<file path="src/rtl/jk_reg_bank.sv">
// WIDTH-bit register bank built from independent JK cells; LOAD, COUNT and SHIFT
// modes are expressed as per-bit J/K drives over the same storage.

module jk_cell #(
   parameter logic RV = 1'b0
) (
   input  logic clk,
   input  logic reset,
   input  logic en,
   input  logic j,
   input  logic k,
   output logic q
);
   always_ff @(posedge clk or posedge reset) begin
      if (reset) q <= RV;
      else if (en) begin
         case ({j, k})
            2'b01:   q <= 1'b0;
            2'b10:   q <= 1'b1;
            2'b11:   q <= ~q;
            default: q <= q;
         endcase
      end
   end
endmodule

module jk_reg_bank #(
   parameter int               WIDTH     = 8,
   parameter logic [WIDTH-1:0] RESET_VAL = {WIDTH{1'b0}}
) (
   input  logic             clk,
   input  logic             reset,
   input  logic             en,
   input  logic [1:0]       mode,
   input  logic [WIDTH-1:0] j,
   input  logic [WIDTH-1:0] k,
   input  logic [WIDTH-1:0] d,
   input  logic             dir,
   input  logic             sin,
   output logic [WIDTH-1:0] q,
   output logic [WIDTH-1:0] qn,
   output logic             tc,
   output logic             changed
);
   localparam logic [1:0] M_JK    = 2'b00;
   localparam logic [1:0] M_LOAD  = 2'b01;
   localparam logic [1:0] M_COUNT = 2'b10;
   localparam logic [1:0] M_SHIFT = 2'b11;

   logic [WIDTH-1:0] jj, kk, nxt, tgl, sh;
   logic             acc;

   assign sh = dir ? {sin, q[WIDTH-1:1]} : {q[WIDTH-2:0], sin};

   // Ripple toggle chain: bit i flips when every lower bit is 1 (up) or 0 (down).
   always_comb begin
      tgl = '0;
      acc = 1'b1;
      for (int i = 0; i < WIDTH; i++) begin
         tgl[i] = acc;
         acc    = acc & (dir ? ~q[i] : q[i]);
      end
   end

   always_comb begin
      jj = j;
      kk = k;
      case (mode)
         M_JK:    begin jj = j;   kk = k;   end
         M_LOAD:  begin jj = d;   kk = ~d;  end
         M_COUNT: begin jj = tgl; kk = tgl; end
         M_SHIFT: begin jj = sh;  kk = ~sh; end
         default: begin jj = j;   kk = k;   end
      endcase
   end

   assign nxt = (jj & ~q) | (~kk & q);

   for (genvar i = 0; i < WIDTH; i++) begin : g_cell
      jk_cell #(.RV(RESET_VAL[i])) u_cell (
         .clk   (clk),
         .reset (reset),
         .en    (en),
         .j     (jj[i]),
         .k     (kk[i]),
         .q     (q[i])
      );
   end

   always_ff @(posedge clk or posedge reset) begin
      if (reset) changed <= 1'b0;
      else       changed <= en & (nxt != q);
   end

   assign qn = ~q;
   assign tc = en & (mode == M_COUNT) & (dir ? (q == '0) : (q == {WIDTH{1'b1}}));
endmodule

</file>
<file path="config.mk">
export PLATFORM = sky130hd
export DESIGN_NAME = jk_reg_bank
export DESIGN_NICKNAME = d
export VERILOG_FILES = /design/src/rtl/jk_reg_bank.sv
export SDC_FILE = /design/constraint.sdc
export NUM_CORES = 1
export LEC_CHECK = 0
export ABC_AREA = 1
export CAP_MARGIN = 20
export CORE_MARGIN = 2
export CORE_UTILIZATION = 40
export CTS_BUF_LIST = sky130_fd_sc_hd__clkbuf_8 sky130_fd_sc_hd__clkbuf_16
export DETAILED_ROUTE_END_ITERATION = 12
export PLACE_DENSITY = 0.76
export SLEW_MARGIN = 25
export SYNTH_ARGS = -nofsm -noshare
export SYNTH_HDL_FRONTEND = slang
export SYNTH_SLANG_ARGS = --single-unit
</file>
<file path="constraint.sdc">
create_clock -name clk -period 1.3 [get_ports clk]
set_input_delay 0.325 -clock clk [delete_from_list [all_inputs] [get_ports clk]]
set_output_delay 0.325 -clock clk [all_outputs]
set_load 0.005 [all_outputs]
</file>
After elaboration in Yosys (flattened, before gate mapping) --
Index checks and enable logic that the tools add are counted.
Storage, ports and cells: flip-flop bits (word level) 9, latch bits 0, bits in writable memories 0, memory bits (read-only) 0, input bits 31, word-level logic and storage cells 99, memories kept 0
Operators by class: add/sub/neg operators 0, multiply operators 0, divide/modulo/power cells 0, magnitude comparators 0, eq/ne operators 29, shifts and indexed selects 0, muxes and demuxes 19, bitwise operators 24, reductions and logical operators 18
Operator list (number):
- one-hot mux 8 bit (4 select lines) | 2
- == test 2 bit, second input constant | 18
- NOT 8 bit | 4
- one-hot mux 1 bit (3 select lines) | 8
- nonzero test 3 bit | 8
- == test 2 x 1 -> 1 bit, second input constant | 9
- AND 8 bit | 2
- AND reduction 2 bit | 8
- AND 1 bit | 9
- == test 8 bit, second input constant | 1
- zero test 8 bit | 1
- two-way mux 1 bit | 8
- two-way mux 8 bit | 1
- inequality test 8 bit | 1
- NOT 1 bit | 8
- bitwise OR 8 bit | 1
- zero test 2 bit | 1

Depth between registers and ports, before layout --
word-level depth 14, mapped depth 15, depth with buffers taken out 14

Hierarchy --
From an unflattened synthesis, not the netlist that was laid out.
Second synthesis, totals: cell total of the unflattened synthesis 256, area, all modules 1402.6 µm²
Modules (own cells, without submodules):
- jk_reg_bank | times used 1, cells each 200, area an instance 1012.2 µm²
- jk_cell | times used 8, cells each 7, area an instance 48.8 µm²

Worst setup path before layout --
Ideal clock, no wire load.
path type in2reg, start point input port mode[1], end point register changed, setup time 0.130 ns, data arrival time 1.324 ns, data required time 1.170 ns, setup slack -0.155 ns, stages 10, buffers on the path 1, path through buf_6 nor2_4 inv_2 or2_2 nand3_1 nand2_1 nor2_1 nand3_1 nor2_1 nor2_1
Between the ends: longest elaborated chain between the ends 7, elaborated cells on any way between the ends 12
Ends and longest elaborated chain:
- start: declaration | line 34 | input logic [1:0] mode,
- == test 2 bit, or another cell as far along | line 68 | case (mode)
- one-hot mux 8 bit (4 select lines) | line 68
- NOT 8 bit | line 77 | assign nxt = (jj & ~q) | (~kk & q);
- AND 8 bit | line 77
- bitwise OR 8 bit * | line 77
- inequality test 8 bit * | line 92 | else changed <= en & (nxt != q);
- AND 1 bit * | line 92
- end signal: assignment | line 92
- end: declaration | line 43 | output logic changed
Mark *: on every way between the ends. The rest lies on a longest branch, timed or not. A chain may end at the register's enable or synchronous reset.

Worst setup path after layout --
start point register g_cell[2].u_cell.q, end point output port tc
Between the ends: longest elaborated chain between the ends 3, elaborated cells on any way between the ends 4
Ends and longest elaborated chain:
- start: declaration | line 12 | output logic q
- start signal: assignment | line 20 | 2'b11: q <= ~q;
- start signal: assignment | line 21 | default: q <= q;
- == test 8 bit or zero test 8 bit (tied branches) | line 96 | assign tc = en & (mode == M_COUNT) & (dir ? (q == '0) : (q == {WIDTH{1'b1}}));
- two-way mux 1 bit * | line 96
- AND 1 bit * | line 96
- end: declaration | line 42 | output logic tc,
Marked as above.

==> flow_metrics.env <==
export IMPL_portBuffers=48
export IMPL_drive_gt1_frac=0.460
export IMPL_die_h_um=61.1
export IMPL_violations="negative setup slack"
export IMPL_netlist_top_cells_area="nand2_1, dfrtp_1, nand3_1"
export IMPL_hold_viol_final=0
export IMPL_p_leak_uw=0.00128
export IMPL_fin_total_pwr_uw=3720
export IMPL_critical_path_required_ps=980
export IMPL_clk_pin_slew_ps=40
export IMPL_overflow=0
export IMPL_rsz0062_at_grt="yes"
export IMPL_grt_max_degree=17
export IMPL_area_growth_pct=91.3
export IMPL_io_pins=49
export IMPL_gp_congestion=0.889
export IMPL_drv_slew=0
export IMPL_ir_drop_mv=0.618
export IMPL_cp_startpoint="g_cell[2].u_cell.q"
export IMPL_seq_area_frac_synth=0.173
export IMPL_place_ws_ps=-974
export IMPL_vias_per_cell=5.54
export IMPL_core_area_um2=3080
export IMPL_drcViolationCount=0
export IMPL_maxCapViolCount=0
export IMPL_totalWireLength_um=5990
export IMPL_clock_path_buffers=2
export IMPL_period_minus_slack_ps=1870
export IMPL_netlist_cell_type_count=30
export IMPL_dr_pass1_iters=5
export IMPL_hold_path_class="in -> async"
export IMPL_cp_end_kind="output port"
export IMPL_syn_num_nets=260
export IMPL_worstMarginPinSlew_ps=331
export IMPL_rows=20
export IMPL_die_area_um2=3740
export IMPL_dp_hpwl_um=3500
export IMPL_clk_latency_ps=230
export IMPL_antenna_found_initial=0
export IMPL_yosysTopAreaCellShare=0.221
export IMPL_synth_seq_cells=9
export IMPL_grt_pass1_wl_um=7510
export IMPL_cts_buffers=3
export IMPL_critPathLaunchType="register"
export IMPL_grt_pass1_vias=1686
export IMPL_final_cell_mix="nand2_1, buf_4, buf_6, clkdlybuf4s50_1, nor2_1"
export IMPL_synth_warning_count=0
export IMPL_numClockSinks=9
export IMPL_syn_area_um2=1310
export IMPL_finalSetupTns_ps=-3280
export IMPL_cp_arrival_ps=1540
export IMPL_cts_tree="done"
export IMPL_synth_largest_area_cell="nand2_1"
export IMPL_drtAntennaViolNets=0
export IMPL_setup_viol=15
export IMPL_finalCritPeriodShare=1.44
export IMPL_num_vias=2061
export IMPL_wl_per_cell_um=16.1
export IMPL_fin_nets=360
export IMPL_slew_headroom=0.779
export IMPL_synth_avg_cell_area_um2=5.70
export IMPL_critPathMaxFanout=4
export IMPL_final_common_cell="nand2_1"
export IMPL_grt_util_all_layers=0.271
export IMPL_die_w_um=61.1
export IMPL_antennaDiodeCount=0
export IMPL_holdBufCountCts=0
export IMPL_drtIter0Drc=172
export IMPL_clock_root_buffer="clkbuf_8"
export IMPL_outcome="finished with violations"
export IMPL_syn_instance_count=229
export IMPL_finClkSkew_ps=1.99
export IMPL_critPathKind="reg -> out"
export IMPL_fin_ws_ps=-570
export IMPL_htreeDepth=1
export IMPL_powerDensity_nw_per_um2=1490
export IMPL_fmax_mhz=535
export IMPL_start_util=0.424
export IMPL_worstReg2RegStart="g_cell[6].u_cell.q"
==> area by class of cell <==
type                    instances  area, um2
multi-input cells             179       1050
repair buffers                110       1000
fillers                       208        582
flip-flops and latches          9        229
inverters                      26        115
well taps                      44       55.1
clock buffers                   3       41.3
clock inverters                 1       3.75
==> cell usage after synthesis <==
cell type / number
a211oi_1: 1
nand3_1: 24
o21ai_1: 2
nand4_1: 3
o211ai_1: 1
o21ai_0: 14
inv_1: 19
nor4_1: 1
a21oi_1: 2
nor2_8: 1
nor2_4: 2
nor3_1: 3
buf_4: 9
dfrtp_1: 9
or2_1: 4
or2_0: 2
o21ai_2: 1
or2_2: 4
o31ai_1: 4
inv_6: 1
buf_6: 4
clkbuf_1: 2
nor2_1: 25
nor2_2: 1
inv_2: 5
nand3b_1: 1
inv_4: 1
nand3_2: 3
nand2_1: 77
nand2_2: 3
==> what timing repair did <==
| action | CTS | global route |
|---|---|---|
| setup endpoints to repair | 27 | 18 |
| buffers inserted | 13 | 12 |
| pin swaps | 11 | 16 |
| resized for setup | 119 | 39 |
==> where the power goes <==
| part | switching (uW) | internal (uW) | leakage [uW] |
|---|---|---|---|
| Combinational | 1350 | 1500 | 0.00115 |
| Sequential | 164 | 395 | 0.000104 |
| Clock | 110 | 206 | 0.0000269 |
==> worst max-delay path, stage by stage, from the launching register on <==
cell and delay (ps):
dfrtp_2 440, inv_2 100, nand2_1 100, nor3_1 300
nor2_1 100, nor3_1 130, buf_2 140
==> metal layers <==
metal | track usage | part of all wire | vias up
met5 | 0 | 0 | -
met4 | 0.0870 | 0.062 | 0
met3 | 0.0336 | 0.088 | 42
met2 | 0.480 | 0.48 | 154
met1 | 0.340 | 0.37 | 937
li1 | - | - | 928
==> worst paths after layout <==
kind | end | slack [ps] | depth (start not counted)
worst max-delay path | tc | -570 | 6
worst max register to register | changed | -510 | 13
min in group clk | g_cell[1].u_cell.q | 650 | 2
max in group asynchronous | g_cell[5].u_cell.q | 680 | 2
worst min register to register | g_cell[1].u_cell.q | 650 | 2
worst min-delay path | g_cell[0].u_cell.q | 350 | 2
==> flip-flops by register name, summed over array words and instances, names as in the netlist <==
register         flops
changed              1
g_cell.u_cell.q      8
==> cell families (layout without fill, tap and decap cells) <==
group                  count (synthesis)  after routing  share of synthesized area
flip-flops                             9              9                      0.173
buffers and inverters                 41            140                      0.173
AO/OA/AOI/OAI                         25             25                      0.110
AND/OR/NAND/NOR                      154            154                      0.545
==> through the flow <==
step	util	instance area, um2	std cells	hold WS, ps
after global placement	0.673	2070	347	601
after CTS	0.749	2310	361	355
after floorplan	-	1350	229	153
after global routing	0.811	2500	372	403
final	0.811	2500	372	354
after detailed placement	0.673	2070	347	596
No activity file was read; power rests on OpenSTA's default activity.
